**config.mk**
```make
export PLATFORM = sky130hd
export DESIGN_NAME = spi_reg_decoder
export DESIGN_NICKNAME = d
export VERILOG_FILES = /design/src/rtl/spi_reg_decoder.sv
export SDC_FILE = /design/constraint.sdc
export NUM_CORES = 1
export LEC_CHECK = 0
export CAP_MARGIN = 10
export CORE_MARGIN = 1
export CORE_UTILIZATION = 46
export DETAILED_ROUTE_END_ITERATION = 16
export PLACE_DENSITY = 0.85
export SLEW_MARGIN = 20
export SYNTH_ARGS = -nofsm -noshare
export SYNTH_HDL_FRONTEND = slang
export SYNTH_SLANG_ARGS = --single-unit
export TNS_END_PERCENT = 5
```
**constraint.sdc**
```tcl
create_clock -name i_sys_clk -period 1.79 [get_ports i_sys_clk]
set_input_delay 0.2685 -clock i_sys_clk [delete_from_list [all_inputs] [get_ports i_sys_clk]]
set_output_delay 0.2685 -clock i_sys_clk [all_outputs]
set_load 0.03 [all_outputs]
```
**src/rtl/spi_reg_decoder.sv**
```systemverilog
// ---------------------------------------------------------------------------
// spi_reg_decoder
//   Turns 16-bit words from the SPI slave receive stage into register-bank
//   transactions. The first word of each frame is a command:
//     [15] WR, [14] BURST, [13:6] reserved (must be 0), [5:0] ADDR.
//   Later words in the frame are either write data, which goes to the command
//   bank, or read dummies, which fetch from the data bank.
//
// Ports
//   i_sys_clk       system clock, rising edge
//   i_rst_n         asynchronous active-low reset
//   i_frame_active  SSEL active (already synchronised)
//   i_rx_valid      one-cycle strobe: i_rx_word holds a new word
//   i_rx_word       received word
//   o_tx_word       word to shift out in the next word slot
//   o_wr_en         one-cycle write strobe to the command register bank
//   o_wr_addr       write address
//   o_wr_data       write data
//   o_rd_addr       read address to the data register bank
//   i_rd_data       read data, valid one cycle after o_rd_addr changes
//   o_err_cnt       saturating protocol-error counter
// ---------------------------------------------------------------------------
module spi_reg_decoder #(
    parameter int ADDR_W = 6,
    parameter int DATA_W = 16
) (
    input  logic              i_sys_clk,
    input  logic              i_rst_n,
    input  logic              i_frame_active,
    input  logic              i_rx_valid,
    input  logic [DATA_W-1:0] i_rx_word,
    output logic [DATA_W-1:0] o_tx_word,
    output logic              o_wr_en,
    output logic [ADDR_W-1:0] o_wr_addr,
    output logic [DATA_W-1:0] o_wr_data,
    output logic [ADDR_W-1:0] o_rd_addr,
    input  logic [DATA_W-1:0] i_rd_data,
    output logic [7:0]        o_err_cnt
);

    typedef enum logic [1:0] {
        S_IDLE    = 2'd0,
        S_WR_DATA = 2'd1,
        S_RD_DATA = 2'd2
    } state_t;

    state_t            r_state;
    logic [DATA_W-1:0] r_tx_word;
    logic              r_wr_en;
    logic [ADDR_W-1:0] r_wr_addr;
    logic [DATA_W-1:0] r_wr_data;
    logic [ADDR_W-1:0] r_rd_addr;
    logic [7:0]        r_err_cnt;
    logic [ADDR_W-1:0] r_ptr;
    logic              r_burst;
    logic              r_rd_pending;   // o_rd_addr moved last cycle; capture i_rd_data now
    logic              r_rx_deferred;  // word arrived during a capture, process it now
    logic [DATA_W-1:0] r_rx_buf;

    logic              w_rx_go;
    logic [DATA_W-1:0] w_rx_data;
    logic              w_rsvd_bad;
    logic              w_cmd_wr;
    logic              w_cmd_burst;
    logic [ADDR_W-1:0] w_cmd_addr;
    logic [ADDR_W-1:0] w_ptr_next;
    logic [7:0]        w_err_next;

    // A word landing on the capture cycle is parked for one cycle, so the
    // pending read always reaches o_tx_word before the new word is acted on.
    assign w_rx_go     = (i_rx_valid && !r_rd_pending) || r_rx_deferred;
    assign w_rx_data   = r_rx_deferred ? r_rx_buf : i_rx_word;
    assign w_rsvd_bad  = |w_rx_data[DATA_W-3:ADDR_W];
    assign w_cmd_wr    = w_rx_data[DATA_W-1];
    assign w_cmd_burst = w_rx_data[DATA_W-2];
    assign w_cmd_addr  = w_rx_data[ADDR_W-1:0];
    assign w_ptr_next  = r_ptr + ADDR_W'(1);    // wraps naturally at 2^ADDR_W
    assign w_err_next  = (r_err_cnt == 8'hFF) ? r_err_cnt : r_err_cnt + 8'd1;

    // NOTE: every register here is updated with non-blocking assignments so
    // all reads in this block see pre-edge values regardless of statement order.
    always_ff @(posedge i_sys_clk or negedge i_rst_n) begin
        if (!i_rst_n) begin
            r_state       <= S_IDLE;
            r_tx_word     <= '0;
            r_wr_en       <= 1'b0;
            r_wr_addr     <= '0;
            r_wr_data     <= '0;
            r_rd_addr     <= '0;
            r_err_cnt     <= '0;
            r_ptr         <= '0;
            r_burst       <= 1'b0;
            r_rd_pending  <= 1'b0;
            r_rx_deferred <= 1'b0;
            r_rx_buf      <= '0;
        end else begin
            r_wr_en       <= 1'b0;
            r_rx_deferred <= 1'b0;

            if (r_rd_pending) begin
                r_tx_word    <= i_rd_data;
                r_rd_pending <= 1'b0;
                if (i_rx_valid) begin
                    r_rx_deferred <= 1'b1;
                    r_rx_buf      <= i_rx_word;
                end
            end

            if (!i_frame_active) begin
                // o_tx_word is left alone: it preloads the next frame's first slot.
                r_state <= S_IDLE;
                r_burst <= 1'b0;
                if (w_rx_go) begin
                    r_err_cnt <= w_err_next;
                end
            end else if (w_rx_go) begin
                case (r_state)
                    S_IDLE: begin
                        if (w_rsvd_bad) begin
                            r_err_cnt <= w_err_next;
                            r_tx_word <= 16'hDEAD;
                        end else if (w_cmd_wr) begin
                            r_ptr     <= w_cmd_addr;
                            r_burst   <= w_cmd_burst;
                            r_tx_word <= w_rx_data;
                            r_state   <= S_WR_DATA;
                        end else begin
                            r_ptr        <= w_cmd_addr;
                            r_burst      <= w_cmd_burst;
                            r_rd_addr    <= w_cmd_addr;
                            r_rd_pending <= 1'b1;
                            r_state      <= S_RD_DATA;
                        end
                    end
                    S_WR_DATA: begin
                        r_wr_en   <= 1'b1;
                        r_wr_addr <= r_ptr;
                        r_wr_data <= w_rx_data;
                        r_tx_word <= w_rx_data;
                        if (r_burst) begin
                            r_ptr <= w_ptr_next;
                        end
                    end
                    S_RD_DATA: begin
                        if (r_burst) begin
                            r_ptr        <= w_ptr_next;
                            r_rd_addr    <= w_ptr_next;
                            r_rd_pending <= 1'b1;
                        end else begin
                            // Address unchanged, so i_rd_data is already valid.
                            r_tx_word <= i_rd_data;
                        end
                    end
                    default: r_state <= S_IDLE;
                endcase
            end
        end
    end

    assign o_tx_word = r_tx_word;
    assign o_wr_en   = r_wr_en;
    assign o_wr_addr = r_wr_addr;
    assign o_wr_data = r_wr_data;
    assign o_rd_addr = r_rd_addr;
    assign o_err_cnt = r_err_cnt;

endmodule

```
==> results of run 1 <==
==> registers in the layout, summed over array words and instances (netlist names) <==
name / flops
r_state: 2
o_tx_word: 16
r_rx_deferred: 1
o_wr_data: 16
r_burst: 1
r_rd_pending: 1
o_err_cnt: 8
o_rd_addr: 6
r_rx_buf: 16
o_wr_addr: 6
o_wr_en: 1
r_ptr: 6
==> how the worst min path moves through the flow <==
| stage | end | slack, ns | cells after the start |
|---|---|---|---|
| 6_report | o_tx_word[12]$_DFF_PN0_ | 0.39 | 2 |
| 3_3_place_gp | o_tx_word[11]$_DFF_PN0_ | 0.25 | 1 |
| 5_1_grt | o_tx_word[12]$_DFF_PN0_ | 0.42 | 2 |
| 2_1_floorplan | o_err_cnt[0]$_DFFE_PN0P_ | -0.03 | 0 |
| 3_5_place_dp | o_tx_word[11]$_DFF_PN0_ | 0.25 | 1 |
| 4_1_cts | o_tx_word[12]$_DFF_PN0_ | 0.40 | 2 |
==> layer usage <==
layer / vias up / wire length [um] / part of all wire
li1: 1612 / - / -
met5: - / 0 / 0
met4: 0 / 292 / 0.025
met1: 1699 / 4890 / 0.42
met3: 29 / 681 / 0.059
met2: 153 / 5690 / 0.49
==> critical path: cells and delay by family, from the launching register on <==
kind	cells	cell delay, ns
and+or+nand+nor	2	0.58
AOI/OAI and AO/OA	2	0.38
DFF	1	0.43
muxes	1	0.35
==> through the flow <==
step,setup WS (ns),util,TNS (ns)
after global routing,-0.113,0.678,-2.23
after floorplan,0.00338,-,0
after detailed placement,-0.537,0.634,-18.74
after CTS,-0.0157,0.663,-0.0438
final,-0.0568,0.678,-0.541
after global placement,-0.449,0.634,-15.97
==> kinds of logic (layout without fill, tap and decap cells) <==
kind of cell,Yosys count,after routing,synth area share
muxes,71,71,0.188
AOI/OAI and AO/OA,78,78,0.127
xor gates and xnor gates,11,11,0.0236
and+or+nand+nor,94,94,0.126
buffers and inverters,24,171,0.0270
adders and majority gates,6,6,0.0184
DFF,80,80,0.490
==> area by class of cell <==
type                            count  area share
Clock buffer                        9      0.0211
Clock inverter                      7      0.0134
Inverter                            7     0.00447
Multi-Input combinational cell    260       0.362
Sequential cell                    80       0.340
Tap cell                          108      0.0230
Timing Repair Buffer              148       0.236
==> where the power goes <==
part | switching (mW) | total [mW] | internal, mW
Sequential | 0.194 | 2.19 | 2.00
Combinational | 0.669 | 1.25 | 0.583
Clock | 0.728 | 1.39 | 0.658
==> cells in the final DEF, fill, tap and decap left out, drive strengths merged, types with 5 or more instances in the layout <==
cell type and n:
a211oi 12, a21oi 12, buf 60, clkbuf 9, clkdlybuf4s50 79, dfrtp 80, ha 6, inv 10
mux2 38, mux2i 33, nand2 32, nand3 6, nor2 27, nor3 6, nor4 7, o21ai 23
o221ai 5, o22ai 12, xor2 11
==> timing repair <==
action                                  CTS  global route
endpoints found under the hold margin    32             0
pin swaps                                 4             9
endpoints found under the setup margin   28            38
setup buffers                             0             4
hold buffers                              1             0
resized for setup                        12            24
==> metrics.md, run 1 <==
| Metric | Value |
|---|---|
| Fraction of registers with async set/reset | 1.00 |
| Max clock buf depth | 2 |
| Startpoint Class | flip-flop |
| Max_cap viols | 0 |
| Height of the die | 96.2 um |
| First-pass GRT wire length | 18.0 mm |
| Crit path cell chain | nor4_4, nand3_2, a21oi_4, o21a_4, mux2_2 |
| Root buffer cell | clkbuf_8 |
| DR DRC count | 0 |
| Via density | 5.64 |
| Met2 Use GR | 0.431 |
| Multi-input gate area | 0.00213 mm2 |
| RSZ-0062 raised after global routing | true |
| DP Area | 0.00550 mm2 |
| Core area | 0.00868 mm2 |
| Top cells by area, synth | dfrtp_1 (49%), mux2_2 (9.4%), mux2i_1 (8.1%), nand2_1 (2.9%), o21ai_0 (2.7%) |
| Worst setup margin | -0.0568 ns |
| Die W | 96.2 um |
| # diodes | 0 |
| DRT iter0 DRCs | 251 |
| Hold/Removal Path Class | in2async |
| CP max stage cell | dfrtp_1 |
| Via count | 3493 |
| Layout area overhead | 44.0% |
| Gr busiest metal | met2 |
| GRT overflow | 0 |
| Pre-antenna DRT Iters | 5 |
| Worst setup path endpoint | o_rd_addr[4]$_DFFE_PN0P_ |
| Clock Latency Late Sink | 0.36 ns |
| Vias in the first global route | 3622 |
| PwrDens | 821 mW/mm2 |
| Pwr Total | 4.83 mW |
| CTS tree | built |
| HPWL Detailed | 8.24 mm |
| Synth Register Bits | 80 |
| IO Pins | 89 |
| H-tree levels | 3 |
| Reg-to-reg startpoint | r_rx_buf[13]$_DFFE_PN0P_ |
| Post-synth top area cell | dfrtp_1 |
| Fill cells | 647 |
| Worst Clk Skew | 0.00785 ns |
| Initial Util | 0.471 |
| Synth cell count leaders | dfrtp_1 (80), mux2_2 (34), mux2i_1 (33) |
| RePlAce Congestion | 0.893 |
| Data arrival, critical path | 2.10 ns |
| Net count, final | 548 |
| Mapped Nets | 406 |
| Syn. warnings | 0 |
| Failing checks | negative setup slack |
| Share of cells above drive strength 1 | 0.299 |
| Syn Area/Cell | 11.2 um2 |
| Period utilization | 1.03 |
| FF-to-FF setup slack | -0.06 ns |
| Worst slew margin | 0.704 |
| Crit path from | r_rx_buf[13]$_DFFE_PN0P_ |
| IO buf count | 88 |
| Cell area after synthesis | 0.00409 mm2 |
| WP data required | 2.04 ns |
| Worst VDD drop | 0.702 mV |
| Finished Cell Area | 0.00588 mm2 |
| Final wirelength | 11.6 mm |
| Fin crit period | 1.85 ns |
| Seq/Total Area, Yosys | 0.490 |
| Post-synth EDFFs | 0 |
| Cells after DPL | 598 |
| Clk slew on worst S/H paths | 0.09 ns |
| FF-to-FF End | o_rd_addr[4]$_DFFE_PN0P_ |
| R2R depth | 5 |
| Die ar. | 0.00926 mm2 |
| Unique masters post-synth | 48 |
| Number of routed nets with antenna violations | 0 |
| Final hold violations | 0 |
| Total CTS buffers | 9 |
| Crit. End Element | flip-flop |
| Critical path type | reg2reg |
| Slew Limit Fails | 0 |
| Peak Freq | 541 MHz |
| WL/cell | 18.7 um |
| CTS sink cnt | 80 |
| Static Leak | 2.60 nW |
| Slowest Stage Delay on Critical Path | 0.43 ns |
| Status | complete, but fails checks |
| Hold slack | 0.387 ns |
| Top_reg_cell synth | dfrtp_1 |
| GRT met1 Usage | 0.342 |
| # setup viols final | 14 |
| Synth Instances | 364 |
| Worst-Margin Slew | 0.431 ns |
| Largest net degree at the start of global routing | 36 |
| Share of the synthesized area in the top cell type | 0.490 |
| Total GRT Usage | 0.262 |
| # rows | 34 |
| Critical path peak fanout | 6 |
| FF/Latch Area | 0.00200 mm2 |
| Initial antenna violation count | 0 |
| Finished Layout Cells | 619 |
| Met3 GRT Util | 0.0442 |
| Most numerous cell in the Yosys netlist | dfrtp_1 |
(Power assumes the default switching activity.)
==> inputs of run 2 (changes only) <==
--- a/config.mk
+++ b/config.mk
@@ -7,9 +7,10 @@
 export LEC_CHECK = 0
 export CAP_MARGIN = 10
 export CORE_MARGIN = 1
-export CORE_UTILIZATION = 46
+export CORE_UTILIZATION = 50
+export CTS_CLUSTER_SIZE = 40
 export DETAILED_ROUTE_END_ITERATION = 16
-export PLACE_DENSITY = 0.85
+export PLACE_DENSITY = 0.88
 export SLEW_MARGIN = 20
 export SYNTH_ARGS = -nofsm -noshare
 export SYNTH_HDL_FRONTEND = slang
==> constraint.sdc (replaced) <==
create_clock -name i_sys_clk -period 1.95 [get_ports i_sys_clk]
set_input_delay 0.2925 -clock i_sys_clk [delete_from_list [all_inputs] [get_ports i_sys_clk]]
set_output_delay 0.2925 -clock i_sys_clk [all_outputs]
set_load 0.03 [all_outputs]
==> metrics.md, run 2 (same netlist as run 1, synthesis figures left out) <==
| Metric | Value |
|---|---|
| Hold slack | 0.395 ns (+0.00797 ns) |
| Vias in the first global route | 3526 (-2.7%) |
| Net count, final | 535 (-2.4%) |
| Initial antenna violation count | 0 (unchanged) |
| Most frequent cells in the layout | clkdlybuf4s50_1 (87), dfrtp_1 (80), buf_4 (42), mux2_2 (34), mux2i_1 (33) |
| Crit path cell chain | inv_2, ha_1, nor2b_1, a211oi_1, o22ai_1 |
| CP max stage cell | nor2b_1 |
| Final setup TNS | 0 ns (+0.541 ns) |
| Fill cells | 555 (-14%) |
| Finished Cell Area | 0.00565 mm2 (-4.0%) |
| First-pass GRT wire length | 17.8 mm (-1.0%) |
| Height of the die | 92.4 um (-4.0%) |
| Startpoint Class | flip-flop |
| Slew Limit Fails | 0 (unchanged) |
| Worst Clk Skew | 0.0128 ns (+0.00496 ns) |
| # diodes | 0 (unchanged) |
| Clk slew on worst S/H paths | 0.10 ns (about the same) |
| Worst setup margin | 0.0190 ns (+0.0759 ns) |
| # setup viols final | 0 (-14) |
| GRT overflow | 0 (unchanged) |
| Data arrival, critical path | 2.22 ns (+0.12 ns) |
| Worst slew margin | 0.444 (-0.261) |
| IO buf count | 88 (unchanged) |
| Initial Util | 0.523 (+0.0525) |
| DR DRC count | 0 (unchanged) |
| Total GRT Usage | 0.275 (+0.0130) |
| CTS sink cnt | 80 (unchanged) |
| Slowest Stage Delay on Critical Path | 0.70 ns (+0.27 ns) |
| Final hold violations | 0 (unchanged) |
| Clock Latency Late Sink | 0.37 ns (about the same) |
| Via count | 3481 (-0.34%) |
| PwrDens | 763 mW/mm2 (-7.0%) |
| Status | finished clean |
| Pre-antenna DRT Iters | 4 (-1) |
| Hold/Removal Path Class | in2async |
| Post-place setup slack | -0.384 ns (+0.153 ns) |
| WL/cell | 18.6 um (-0.59%) |
| HPWL Detailed | 8.17 mm (-0.88%) |
| Die ar. | 0.00854 mm2 (-7.8%) |
| RSZ-0062 raised after global routing | true |
| Commonest non-fill, non-tap cell in the layout | clkdlybuf4s50_1 |
| Period utilization | 0.990 (-0.0415) |
| Switch share | 0.342 (+0.0131) |
| Share of cells above drive strength 1 | 0.241 (-0.0584) |
| Via density | 5.80 (+2.8%) |
| Sw Pwr | 1.48 mW (-7.1%) |
| IO Pins | 89 (unchanged) |
| Peak Freq | 518 MHz (-4.4%) |
| Clock share of power | 0.273 (-0.014) |
| Number of routed nets with antenna violations | 0 (unchanged) |
| WP data required | 2.23 ns (+0.19 ns) |
| Critical path peak fanout | 11 (+5) |
| Max_cap viols | 0 (unchanged) |
| Core area | 0.00781 mm2 (-10%) |
| Largest net degree at the start of global routing | 35 (-2.8%) |
| Seq pwr share | 0.466 (+0.012) |
| Final wirelength | 11.1 mm (-3.6%) |
| Max clock buf depth | 2 (unchanged) |
| CTS tree | built |
| Pwr Total | 4.31 mW (-11%) |
| Die W | 92.4 um (-4.0%) |
| H-tree levels | 3 (unchanged) |
| WP buf/inv | 1 (+1) |
| Total CTS buffers | 9 (unchanged) |
| Fin crit period | 1.93 ns (+0.0841 ns) |
| DRT iter0 DRCs | 270 (+7.6%) |
| DP Area | 0.00540 mm2 (-2.0%) |
| Critical path type | reg2reg |
| # rows | 32 (-5.9%) |
| Worst VDD drop | 0.675 mV (-3.9%) |
| Pint | 2.84 mW (-12%) |
| Crit. End Element | flip-flop |
| RePlAce Congestion | 0.870 (-2.5%) |
| Worst-Margin Slew | 0.833 ns (+0.402 ns) |
| Root buffer cell | clkbuf_8 |
| Static Leak | 2.46 nW (-5.4%) |
| Layout area overhead | 38.3% |
| Crit path max-delay family | simple AND/OR/NAND/NOR gates |
| Comb pwr share | 0.260 (about the same) |
run 2: changes by cell type in the layout (fill, tap and decap cells not counted), moves of 4 or more:
| cell | before | now |
|---|---|---|
| a211oi_2 | 5 | 0 |
| a211oi_1 | 6 | 11 |
| dlymetal6s2s_1 | 4 | 0 |
| buf_4 | 55 | 42 |
| dlygate4sd2_1 | 4 | 0 |
| clkdlybuf4s50_1 | 79 | 87 |
run 2: layout make-up:
class | count | area (um2) | share of cell area
inverter | 7 | 26.3 | 0.00465
timing repair buffer | 135 | 1290 | 0.228
sequential | 80 | 2000 | 0.354
tap | 102 | 128 | 0.0226
multi-input combinational | 260 | 2020 | 0.358
clock buffer | 9 | 124 | 0.0219
clock inverter | 7 | 60.1 | 0.0106
run 2: final timing paths:
kind                                           from                        to  slack (ns)  depth (start not counted)
min in group i_sys_clk     o_wr_data[5]$_DFFE_PN0P_  o_wr_data[5]$_DFFE_PN0P_        0.49                          2
min reg2reg                o_wr_data[5]$_DFFE_PN0P_  o_wr_data[5]$_DFFE_PN0P_        0.49                          2
max reg2reg                  r_state[0]$_DFFE_PN0P_    o_tx_word[9]$_DFF_PN0_        0.02                          5
max                          r_state[0]$_DFFE_PN0P_    o_tx_word[9]$_DFF_PN0_        0.02                          5
min                                         i_rst_n  r_rx_buf[10]$_DFFE_PN0P_        0.40                          2
max in group asynchronous                   i_rst_n  o_err_cnt[7]$_DFFE_PN0P_        0.97                          3
run 2: power groups by stage:
stage                     sequential (mW)  combinational, mW  clock [mW]
after global placement               2.03               1.08           0
after detailed placement             2.04               1.11           0
after CTS                            2.01               1.12        1.19
final                                2.01               1.12        1.18
after global routing                 2.04               1.20        1.27
after floorplan                      2.29              0.280           0
run 2: worst register-to-register path: stages, from the launching register on:
cell	delay, ns
dfrtp_1	0.40
inv_2	0.08
ha_1	0.25
nor2b_1	0.70
a211oi_1	0.18
o22ai_1	0.24
run 2: timing repair:
item                                   in CTS  in global routing
setup buffers                               0                  1
hold buffers                                1                  0
resized for setup                           0                 11
endpoints found under the hold margin      32                  0
setup endpoints to repair                   0                 29
run 2: layer usage:
metal,part of all wire,up-vias,global-route usage
li1,-,1586,-
met1,0.41,1716,0.343
met2,0.50,145,0.448
met3,0.061,34,0.0640
met4,0.031,0,0.135
met5,0,-,0
run 2: per-stage QoR:
step / utilization / std cells
floorplan: - / 364
global placement: 0.691 / 582
detailed placement: 0.691 / 582
CTS: 0.716 / 599
global route: 0.724 / 600
finish: 0.724 / 600
==> inputs of run 3 (changes only) <==
--- a/config.mk
+++ b/config.mk
@@ -7,10 +7,11 @@
 export LEC_CHECK = 0
 export CAP_MARGIN = 10
 export CORE_MARGIN = 1
-export CORE_UTILIZATION = 50
+export CORE_UTILIZATION = 46
 export CTS_CLUSTER_SIZE = 40
 export DETAILED_ROUTE_END_ITERATION = 16
-export PLACE_DENSITY = 0.88
+export HOLD_SLACK_MARGIN = 0.12
+export PLACE_DENSITY = 0.85
 export SLEW_MARGIN = 20
 export SYNTH_ARGS = -nofsm -noshare
 export SYNTH_HDL_FRONTEND = slang
==> constraint.sdc (replaced) <==
create_clock -name i_sys_clk -period 1.7 [get_ports i_sys_clk]
set_input_delay 0.255 -clock i_sys_clk [delete_from_list [all_inputs] [get_ports i_sys_clk]]
set_output_delay 0.255 -clock i_sys_clk [all_outputs]
set_load 0.03 [all_outputs]
==> metrics.md, run 3 (same netlist as run 1, synthesis figures left out) <==
| Metric | Value |
|---|---|
| RePlAce Congestion | 0.914 (+5.0%) |
| GRT met1 Usage | 0.347 (+0.00411) |
| Die ar. | 0.00926 mm2 (+8.5%) |
| Static Leak | 2.86 nW (+16%) |
| Commonest non-fill, non-tap cell in the layout | dfrtp_1 |
| HPWL Detailed | 8.41 mm (+3.0%) |
| GRT overflow | 0 (unchanged) |
| Clock Latency Late Sink | 0.36 ns (about the same) |
| DRT iter0 DRCs | 243 (-10%) |
| IO Pins | 89 (unchanged) |
| Total GRT Usage | 0.273 (-0.00145) |
| Most frequent cells in the layout | dfrtp_1 (80), buf_4 (70), clkdlybuf4s50_1 (60), mux2i_1 (33), nand2_1 (31) |
| Cells after DPL | 612 (+5.2%) |
| Height of the die | 96.2 um (+4.2%) |
| Die W | 96.2 um (+4.2%) |
| WL/cell | 20.0 um (+7.8%) |
| Startpoint Class | flip-flop |
| Met2 Use GR | 0.446 (-0.00252) |
| DP Area | 0.00560 mm2 (+3.8%) |
| Critical path type | reg2reg |
| Crit. End Element | flip-flop |
| Max clock buf depth | 2 (unchanged) |
| PwrDens | 836 mW/mm2 (+9.5%) |
| Largest net degree at the start of global routing | 46 (+31%) |
| # rows | 34 (+6.3%) |
| Failing checks | negative setup slack |
| Via count | 3798 (+9.1%) |
| Number of routed nets with antenna violations | 0 (unchanged) |
| DR DRC count | 0 (unchanged) |
| Via density | 5.96 (+2.8%) |
| Worst VDD drop | 0.665 mV (-1.4%) |
| Layout area overhead | 49.4% |
| Net count, final | 566 (+5.8%) |
| Initial antenna violation count | 0 (unchanged) |
| Core area | 0.00868 mm2 (+11%) |
| Slew Limit Fails | 0 (unchanged) |
| Fin crit period | 1.93 ns (+0.00160 ns) |
| Clk slew on worst S/H paths | 0.09 ns (about the same) |
| Post-place setup slack | -0.528 ns (-0.144 ns) |
| Final wirelength | 12.7 mm (+14%) |
| # diodes | 0 (unchanged) |
| Met3 GRT Util | 0.0608 (-0.00322) |
| CTS tree | built |
| Final hold violations | 0 (unchanged) |
| Max_cap viols | 0 (unchanged) |
| Gr busiest metal | met2 |
| Status | complete, but fails checks |
| Critical path peak fanout | 12 (+1) |
| Worst setup margin | -0.233 ns (-0.252 ns) |
| Pre-antenna DRT Iters | 5 (+1) |
| R2R depth | 6 (+1) |
| Peak Freq | 517 MHz (about the same) |
| Worst Clk Skew | 0.0148 ns (+0.00196 ns) |
| Final core area utilization | 0.703 (-0.0203) |
| Data arrival, critical path | 2.19 ns (-0.03 ns) |
| Initial Util | 0.471 (-0.0525) |
| H-tree levels | 3 (unchanged) |
| Finished Layout Cells | 637 (+6.2%) |
| WP data required | 1.95 ns (-0.28 ns) |
| CTS sink cnt | 80 (unchanged) |
| Pwr Total | 5.10 mW (+18%) |
| Root buffer cell | clkbuf_8 |
| # setup viols final | 39 (+39) |
| RSZ-0062 raised after global routing | true |
| Share of cells above drive strength 1 | 0.338 (+0.0974) |
| Hold/Removal Path Class | in2async |
| Worst-Margin Slew | 0.683 ns (-0.150 ns) |
| Period utilization | 1.14 (+0.147) |
| First-pass GRT wire length | 18.8 mm (+5.6%) |
| IO buf count | 88 (unchanged) |
| Total CTS buffers | 9 (unchanged) |
| Worst slew margin | 0.545 (+0.101) |
| Final setup TNS | -5.24 ns (-5.24 ns) |
| Hold slack | 0.345 ns (-0.0504 ns) |
| Vias in the first global route | 3733 (+5.9%) |
| Finished Cell Area | 0.00610 mm2 (+8.0%) |
## run 3: final timing paths
path,slack (ns),to,start
hold / removal,0.34,r_rx_buf[11]$_DFFE_PN0P_,i_rst_n
hold reg to reg,0.49,o_wr_data[3]$_DFFE_PN0P_,o_wr_data[3]$_DFFE_PN0P_
setup / recovery,-0.23,o_tx_word[3]$_DFF_PN0_,r_rx_deferred$_DFF_PN0_
min in group i_sys_clk,0.49,o_wr_data[3]$_DFFE_PN0P_,o_wr_data[3]$_DFFE_PN0P_
setup reg to reg,-0.23,o_tx_word[3]$_DFF_PN0_,r_rx_deferred$_DFF_PN0_
max in group asynchronous,0.79,o_tx_word[1]$_DFF_PN0_,i_rst_n
## run 3: critical path: stages, from the launching register on
cell and delay (ns):
dfrtp_1 0.46, buf_6 0.19, a211oi_4 0.42, or2_1 0.25
buf_6 0.20, a211oi_2 0.05, o22ai_1 0.26
## run 3: area by class of cell
cell class              instances  area, um2
clock inverters                 7       76.3
repair buffers                166       1550
fillers                       595       2570
well taps                     108        135
inverters                       7       28.8
clock buffers                   9        124
flip-flops and latches         80       2000
multi-input cells             260       2190
## run 3: layer usage
metal	share of wire	up-vias
met5	0	-
met4	0.043	0
li1	-	1642
met2	0.48	205
met3	0.066	53
met1	0.41	1898
## run 3: report_power, final
group          switching [mW]  internal [mW]  leakage [nW]
sequential              0.193           2.10          1.05
clock                   0.760          0.691        0.0966
combinational           0.752          0.603          1.72
total                    1.70           3.40          2.86
## run 3: timing repair
item                                   4_1_cts  5_1_grt
endpoints found under the hold margin       24        0
setup buffers                                3        5
setup endpoints to repair                   47       67
pin swaps                                    9        9
resized for setup                           28       44
hold buffers                                 1        0
